<file path="config.mk">
export PLATFORM = sky130hd
export DESIGN_NAME = counter_snapshot_reader
export DESIGN_NICKNAME = d
export VERILOG_FILES = /design/src/rtl/counter_pkg.sv /design/src/rtl/counter_snapshot_reader.sv
export SDC_FILE = /design/constraint.sdc
export NUM_CORES = 1
export LEC_CHECK = 0
export ABC_AREA = 1
export CORE_ASPECT_RATIO = 2
export CORE_MARGIN = 2
export CORE_UTILIZATION = 50
export DETAILED_ROUTE_END_ITERATION = 8
export PLACE_DENSITY_LB_ADDON = 0.2
export SYNTH_ARGS = -nofsm -noshare
export SYNTH_HDL_FRONTEND = slang
export SYNTH_SLANG_ARGS = --single-unit
</file>
<file path="constraint.sdc">
create_clock -name clk -period 1.7 [get_ports clk]
set_input_delay 0.34 -clock clk [delete_from_list [all_inputs] [get_ports clk]]
set_output_delay 0.34 -clock clk [all_outputs]
set_load 0.02 [all_outputs]
</file>
<file path="src/rtl/counter_pkg.sv">
// Shared definitions for the event-counter read path: FSM encoding,
// default widths and the byte-lane offset helper used by the snapshot mux.
package counter_pkg;
  localparam int COUNTER_W = 32;
  localparam int BYTE_W    = 8;

  typedef enum logic {
    IDLE = 1'b0,
    SEND = 1'b1
  } state_e;

  // Bit offset of the shadow byte presented for a given beat index.
  function automatic int byte_offset(input int idx, input int nbytes,
                                     input int byte_w, input bit msb_first);
    return (msb_first ? (nbytes - 1 - idx) : idx) * byte_w;
  endfunction
endpackage

</file>
<file path="src/rtl/counter_snapshot_reader.sv">
// Captures the live event counter into a shadow register on request and
// streams it out as BYTE_W beats over valid/ready. Optionally clears the
// counter on the capture edge so consecutive snapshots never overlap.
module counter_snapshot_reader
  import counter_pkg::*;
#(
  parameter int WIDTH         = COUNTER_W,
  parameter int BYTE_W        = counter_pkg::BYTE_W,
  parameter int CLEAR_ON_READ = 0,
  parameter int MSB_FIRST     = 1
) (
  input  logic              clk,
  input  logic              rst,
  input  logic              req,
  input  logic [WIDTH-1:0]  counter,
  output logic              rst_counter,
  output logic              busy,
  output logic              req_dropped,
  output logic [BYTE_W-1:0] m_data,
  output logic              m_valid,
  input  logic              m_ready,
  output logic              m_last
);
  localparam int NBYTES = WIDTH / BYTE_W;
  localparam int IDX_W  = (NBYTES > 1) ? $clog2(NBYTES) : 1;

  if (WIDTH % BYTE_W != 0) begin : g_bad_width
    $error("counter_snapshot_reader: WIDTH must be a multiple of BYTE_W");
  end

  state_e             state_q, state_d;
  logic [IDX_W-1:0]   idx_q, idx_d;
  logic [WIDTH-1:0]   shadow_q, shadow_d;
  logic               drop_q, drop_d;
  logic               last_beat;
  logic [WIDTH-1:0]   shifted;

  assign last_beat = (idx_q == IDX_W'(NBYTES - 1));

  // State register plus shadow, beat index and sticky drop flag.
  always_ff @(posedge clk) begin
    if (rst) begin
      state_q  <= IDLE;
      idx_q    <= '0;
      shadow_q <= '0;
      drop_q   <= 1'b0;
    end else begin
      state_q  <= state_d;
      idx_q    <= idx_d;
      shadow_q <= shadow_d;
      drop_q   <= drop_d;
    end
  end

  // Next-state: accept in IDLE, walk the bytes in SEND, drop requests while busy.
  always_comb begin
    state_d  = state_q;
    idx_d    = idx_q;
    shadow_d = shadow_q;
    drop_d   = drop_q;
    case (state_q)
      IDLE: begin
        if (req) begin
          shadow_d = counter;
          idx_d    = '0;
          state_d  = SEND;
        end
      end
      SEND: begin
        if (req) drop_d = 1'b1;
        if (m_ready) begin
          if (last_beat) begin
            state_d = IDLE;
            idx_d   = '0;
          end else begin
            idx_d = idx_q + 1'b1;
          end
        end
      end
      default: state_d = IDLE;
    endcase
  end

  // Outputs: beat mux from the shadow, handshake flags and the clear strobe.
  always_comb begin
    shifted     = shadow_q >> byte_offset(int'(idx_q), NBYTES, BYTE_W, MSB_FIRST != 0);
    m_data      = shifted[BYTE_W-1:0];
    m_valid     = (state_q == SEND);
    m_last      = (state_q == SEND) && last_beat;
    busy        = (state_q == SEND);
    req_dropped = drop_q;
    // Clear lands on the capture edge; the counter gives clear priority,
    // so an increment on that same edge is deliberately lost.
    rst_counter = req && (state_q == IDLE) && (CLEAR_ON_READ != 0) && !rst;
  end

`ifdef FORMAL
  logic [31:0] f_beats_q;

  // Beats transferred since the last accepted request.
  always_ff @(posedge clk) begin
    if (rst)                                f_beats_q <= '0;
    else if (req && state_q == IDLE)        f_beats_q <= '0;
    else if (m_valid && m_ready)            f_beats_q <= f_beats_q + 1;
  end

  a_hold:  assert property (@(posedge clk) disable iff (rst)
             (m_valid && !m_ready) |=> (m_valid && $stable(m_data) && $stable(m_last)));
  a_last:  assert property (@(posedge clk) disable iff (rst) m_last |-> m_valid);
  a_clr:   assert property (@(posedge clk) disable iff (rst) rst_counter |-> (state_q == IDLE));
  a_count: assert property (@(posedge clk) disable iff (rst)
             (m_valid && m_ready && m_last) |-> (f_beats_q == 32'(NBYTES - 1)));
`endif
endmodule

</file>
* Word level (Yosys, flattened, before mapping)
Index checks and enable logic that the tools add are counted.
Storage, ports and cells: flip-flop bits (word level) 36, input bits 36, output and inout port bits 13
Cells by class: add/sub/neg operators 2, eq/ne operators 3, shifts and indexed selects 1, multiplexer cells 8, bitwise logic cells 1, reductions and logical operators 4
Operators with widths (number):
- right shift 32 x 32 -> 8 bit | 1
- 2-to-1 mux 2 bit | 3
- AND reduction 2 bit | 3
- != test 2 bit, second input constant | 2
- one-hot mux 2 bit (2 select lines) | 1
- 2-to-1 mux 1 bit | 3
- subtractor 2 x 2 -> 3 bit, first input constant | 1
- adder 2 x 1 -> 2 bit, second input constant | 1
- equality test 2 bit, second input constant | 1
- one-hot mux 1 bit (2 select lines) | 1
- logical AND 1 bit | 1
- NOT 1 bit | 1

* Depth between registers and ports, before layout
Gate-level depths: netlist of run 1.
depth after elaboration 4, depth in mapped cells 6, depth with buffers taken out 6

* Least setup slack after synthesis of run 1
OpenSTA, ideal clock, no wires.
path type reg-to-output, start register idx_q[1], end output port m_data[0], data arrival time 0.865 ns, slack 0.495 ns, cell stages (with the launch flop) 5, path buffers 1, cell sequence dfxtp_1 -> buf_4 -> inv_1 -> o211ai_1 -> nand2_1
Between the ends: word-level cells in the longest chain between the ends 2
RTL lines:
- start: declaration | line counter_snapshot_reader.sv:32 | logic [IDX_W-1:0] idx_q, idx_d;
- start signal: assignment | line counter_snapshot_reader.sv:49 | idx_q <= idx_d;
- subtractor 2 x 2 -> 3 bit | line counter_pkg.sv:15 | return (msb_first ? (nbytes - 1 - idx) : idx) * byte_w;
- right shift 32 x 32 -> 8 bit | line counter_snapshot_reader.sv:86 | shifted = shadow_q >> byte_offset(int'(idx_q), NBYTES, BYTE_W, MSB_FIRST != 0);
- end: declaration | line counter_snapshot_reader.sv:19 | output logic [BYTE_W-1:0] m_data,
Every way passes these cells.

* Final worst setup path of run 1
start register state_q (netlist: busy), end output port busy
RTL lines:
- start: declaration | line counter_snapshot_reader.sv:31 | state_e state_q, state_d;
- start signal: assignment | line counter_snapshot_reader.sv:48 | state_q <= state_d;
- end: declaration | line counter_snapshot_reader.sv:17 | output logic busy,
No word-level cell between the ends.

==> results of run 1 <==
final cells by class:
class	count	area (um2)	area share [%]
Tap cell	32	40.0	1.78
Multi-Input combinational cell	153	798	35.5
Sequential cell	36	723	32.1
Timing Repair Buffer	55	503	22.4
Inverter	24	95.1	4.23
Clock buffer	8	90.1	4.00
state kept, by name (all words and copies together), names as in the netlist:
register	flops
busy	1
idx_q	2
req_dropped	1
shadow_q	32
cell usage after synthesis (2+ instances only):
cell / count
buf_2: 6
o21ai_1: 28
nor2_1: 36
o21ai_0: 5
dfxtp_1: 36
nand2_1: 29
o211ai_1: 16
buf_6: 2
a21oi_1: 3
inv_1: 20
inv_2: 3
buf_4: 3
nor2_2: 27
buf_12: 3
nor2_4: 3
power breakdown:
group	switching (mW)	internal [mW]
Combinational	0.224	0.204
Clock	0.281	0.330
Sequential	0.0459	0.909
Total	0.551	1.44
worst paths after layout:
check | endpoint | slack, ns
max | busy | 0.09
min | req_dropped | 0.49
max reg2reg | shadow_q[16] | 0.46
min reg2reg | req_dropped | 0.49
stage by stage:
stage	hold slack, ns	utilization [%]	worst slack [ns]
final	0.491	66.6	0.0887
after global routing	0.500	66.6	0.0273
after CTS	0.491	68.0	0.00131
after detailed placement	0.458	65.0	-0.0246
after global placement	0.459	65.0	-0.0165
after floorplan	0.402	-	0.495
layer usage:
layer  vias to the layer above  share of wire (%)
li1                        819                  -
met1                       682                 41
met2                        41                 53
met3                         7                4.3
met4                         0                1.8
met5                         -                  0
logic make-up after synthesis:
logic type	Yosys count
AOI/OAI and AO/OA	53
adders and majority gates	1
buffers and inverters	39
DFF	36
other	1
and+or+nand+nor	98
cell usage in the layout, fill, tap and decap left out, drive strengths merged:
cell            n
clkdlybuf4s15   1
conb            1
a21oi           4
nand2          30
inv            24
clkdlybuf4s50  38
buf            16
clkbuf          8
ha              1
o21ai          33
dfxtp          36
o211ai         16
nand3           2
nor2           66
what timing repair did:
item,CTS,global route
setup endpoints to repair,9,9
pin swaps,0,2
cloned,0,0
gates resized for setup,26,11
==> flow_summary.json, run 1 <==
{
  "status": "complete, no violations",
  "cp_slowest_cell": "clkdlybuf4s50_1",
  "hold_start": "req_dropped",
  "grt_pass1_vias": 1392,
  "max_stage_delay_ns": 0.62,
  "grt.overflow.total": 0,
  "synthMuxAreaShare_pct": 0,
  "routabilityCongestion": 0.823,
  "ys.flop_type": "dfxtp_1",
  "portBuffers": 47,
  "synthArstFlopShare_pct": 0,
  "post-route-min-period_ns": 1.61,
  "use_met3_pct": 4.54,
  "hold_violations": 0,
  "synth.avg_cell_area_um2": 7.74,
  "fmax_mhz": 621,
  "viasPerCell": 5.03,
  "fp.dieW_um": 46,
  "first_pass_iters": 4,
  "fp.coreArea_um2": 3380,
  "fin_crit_sh_pct": 94.8,
  "dp.cells": 300,
  "grt_use_total_pct": 20.2,
  "rows": 30,
  "die_area_um2": 4050,
  "hold_path.class": "register to register",
  "drt_wl_total_um": 3710,
  "r2r_start": "busy",
  "netlist.top_cell.by_area": "dfxtp_1",
  "ys.warnings.count": 0,
  "design_area_um2": 2250,
  "finalSetupViolations": 0,
  "cp.arrival_ns": 1.27,
  "area_growth_pct": 27.5,
  "drc": 0,
  "critPathMaxFanout": 4,
  "reg2regPathDepth": 6,
  "cts_setup_buffers": 0,
  "yosys_register_bits": 36,
  "antenna_left": 0,
  "cp.depth": 1,
  "whs_path_depth": 2,
  "cp-startpoint": "busy",
  "synth.net_count": 265,
  "cts_tree": "done",
  "p_leak_nw": 1.01,
  "syn_inst": 228,
  "total_power_mw": 1.99,
  "avgRoutedWirePerCell_um": 12.1,
  "synth_top_area_share_pct": 40.9,
  "synth_edf_count": 0,
  "crit_family": "buffers and inverters",
  "vdd_ir_drop_max_uv": 672,
  "hpwl_um": 2730,
  "synth_fa_ha_area_share_pct": 0.709,
  "grt_max_degree": 33,
  "antenna_cells": 0,
  "antenna_found_initial": 0,
  "synth-xor-area-share_pct": 0,
  "cts.path.max_buffers": 2,
  "netlist_area_um2": 1760,
  "final_cell_count_no_fill": 308,
  "path_cells": "clkdlybuf4s50_1",
  "vias": 1549,
  "fillers": 310,
  "drive_gt1_share_pct": 22.5,
  "pin_count": 49,
  "cts.htree.levels": 2,
  "clock_sinks": 36,
  "drv_cap": 0,
  "initial_utilization_pct": 52.2,
  "tns_ns": 0,
  "clkLatencyLatePin_ns": 0.28,
  "ys_types": 23,
  "yosys.area_share.simple_pct": 26.8,
  "synth_compound_area_share_pct": 17.5,
  "p_per_area_nw_per_um2": 887,
  "cts_hold_buffers": 0,
  "grt_use_met1_pct": 20.5,
  "grt_pass1_wl_um": 5900,
  "required_ns": 1.36,
  "yosysSeqAreaShare_pct": 40.9,
  "clock-root-buffer": "clkbuf_8",
  "cts_made_buffers": 5,
  "gr-max-usage-layer": "met2",
  "final-max-slew-violation-count": 0,
  "synth_top_family_by_area": "simple AND/OR/NAND/NOR gates",
  "layout.nets": 312,
  "path_class": "register to output pin",
  "grt_use_met2_pct": 36.7,
  "rsz0062_at_grt": "no",
  "synth.area.top_cells": "dfxtp_1 41%, nor2_2 9.6%, o21ai_1 7.9%",
  "die_h_um": 88.0,
  "crit_buf_inv": 1,
  "clk_pin_slew_ns": 0.07,
  "end_kind": "output pin",
  "drtIter0Drc": 27,
  "startpoint_type": "register",
  "placed_area_um2": 2200,
  "fin_skew_ns": 0.00596
}
Power figures use the tool's default switching activity.
==> inputs of run 2 (changes only) <==
--- a/config.mk
+++ b/config.mk
@@ -8,9 +8,10 @@
 export ABC_AREA = 1
 export CORE_ASPECT_RATIO = 2
 export CORE_MARGIN = 2
-export CORE_UTILIZATION = 50
+export CORE_UTILIZATION = 51
 export DETAILED_ROUTE_END_ITERATION = 8
 export PLACE_DENSITY_LB_ADDON = 0.2
+export RECOVER_POWER = 100
 export SYNTH_ARGS = -nofsm -noshare
 export SYNTH_HDL_FRONTEND = slang
 export SYNTH_SLANG_ARGS = --single-unit
==> constraint.sdc (replaced) <==
create_clock -name clk -period 2 [get_ports clk]
set_input_delay 0.4 -clock clk [delete_from_list [all_inputs] [get_ports clk]]
set_output_delay 0.4 -clock clk [all_outputs]
set_load 0.02 [all_outputs]
==> run 2 against run 1 <==
Effect of this change:
- critical path depth stayed put
- critical endpoint unchanged
- setup slack better by 0.034 ns
- sequential cell count stayed put
- combinational power is 18% lower
- global-route usage is 1.2 points higher
- cell count is 0.97% lower
- clock skew is 0.0022 ns lower
- non-clock buffer count is 3 lower
==> flow_summary.json, run 2 (same netlist as run 1, synthesis figures left out) <==
{
  "status": "complete, no violations",
  "multiInputGateArea_um2": 758,
  "drv_cap": 0,
  "avgRoutedWirePerCell_um": 12.0,
  "required_ns": 1.60,
  "initial_utilization_pct": 52.8,
  "regMostFlops": "shadow_q",
  "worst_pin_slew_ns": 0.724,
  "grt.overflow.total": 0,
  "vdd_ir_drop_max_uv": 552,
  "critPathMaxFanout": 8,
  "die_h_um": 87.2,
  "fmax_mhz": 533,
  "portBuffers": 47,
  "antenna_cells": 0,
  "fp.dieW_um": 45.6,
  "tns_ns": 0,
  "crit_buf_inv": 1,
  "drc": 0,
  "viasPerCell": 4.97,
  "fin_skew_ns": 0.00374,
  "grt_pass1_vias": 1441,
  "final_common_cell": "nor2_1",
  "vias": 1515,
  "clock_sinks": 36,
  "fp.coreArea_um2": 3340,
  "rows": 30,
  "path_class": "register to output pin",
  "grt_max_degree": 35,
  "place_ws_ns": 0.197,
  "clk_pin_slew_ns": 0.07,
  "cts.path.max_buffers": 2,
  "setup_ws_ns": 0.123,
  "path_cells": "dlygate4sd3_1",
  "largest_register_ffs": 32,
  "antenna_left": 0,
  "drtIter0Drc": 26,
  "crit_family": "buffers and inverters",
  "end_kind": "output pin",
  "cp.arrival_ns": 1.48,
  "fin_crit_sh_pct": 93.9,
  "post-route-min-period_ns": 1.88,
  "max_stage_delay_ns": 0.72,
  "rsz0062_at_grt": "no",
  "die_area_um2": 3970,
  "layout.nets": 309,
  "layout_common_cells": "52 x nor2_1, 35 x dfxtp_1, 34 x clkdlybuf4s50_1, 29 x nand2_1, 28 x o21ai_1",
  "hpwl_um": 2700,
  "antenna_found_initial": 0,
  "cts.htree.levels": 2,
  "grt_pass1_wl_um": 6090,
  "finalSetupViolations": 0,
  "hold_violations": 0,
  "routabilityCongestion": 0.824,
  "grt_use_total_pct": 21.4,
  "drt_wl_total_um": 3660,
  "seq_area_um2": 722,
  "clkLatencyLatePin_ns": 0.30,
  "area_growth_pct": 27.0,
  "top_regs": "shadow_q x32, idx_q x2",
  "hold_path.class": "register to register",
  "first_pass_iters": 4,
  "cp_slowest_cell": "dlygate4sd3_1",
  "startpoint_type": "register",
  "p_leak_nw": 1.03,
  "cts_setup_buffers": 0,
  "slew_headroom_pct": 51.7,
  "cts_tree": "done",
  "p_per_area_nw_per_um2": 802,
  "cts_made_buffers": 5,
  "pin_count": 49,
  "fillers": 303,
  "clock-root-buffer": "clkbuf_8",
  "final-max-slew-violation-count": 0,
  "drive_gt1_share_pct": 12.1
}
run 2: metal layers:
layer	vias up	GRT usage [%]	routed length, um
met5	-	0	0
met4	0	9.63	73
met3	6	5.60	173
met2	37	36.7	1940
met1	655	23.2	1470
li1	817	-	-
run 2: repair_timing:
item / 4_1_cts / 5_1_grt
endpoints found under the setup margin: 9 / 0
gates resized for setup: 10 / 0
hold buffers: 0 / 0
run 2: cell type report:
class                      instances  share of cell area (%)
multi-input combinational        153                    33.8
timing repair buffer              52                    23.2
sequential                        36                    32.2
tap                               32                    1.79
clock buffer                       5                    3.07
clock inverter                     3                    1.90
inverter                          24                    4.02
run 2: metrics by stage:
step	util (%)	hold slack (ns)	power (mW)	std cells	area [um2]
2_1_floorplan	-	0.455	1.07	228	1760
3_3_place_gp	65.5	0.456	1.21	297	2190
3_5_place_dp	65.5	0.476	1.21	297	2190
4_1_cts	68.5	0.493	1.83	305	2290
5_1_grt	67.1	0.502	1.88	305	2240
6_report	67.1	0.487	1.80	305	2240
run 2: power by group:
group | switching (mW) | internal, mW
clock network | 0.269 | 0.369
registers | 0.0372 | 0.772
logic | 0.182 | 0.168
run 2: final timing paths:
kind	depth (start not counted)	slack, ns	start	end
worst max register to register	5	0.58	busy	shadow_q[7]
worst max-delay path	1	0.12	busy	busy
worst min register to register	2	0.49	req_dropped	req_dropped
worst min-delay path	2	0.49	req_dropped	req_dropped
run 2: tightest hold or removal path: stages, from the launching register on:
cell and delay, ns:
dfxtp_1 0.34, a21oi_1 0.04, nor2_1 0.07
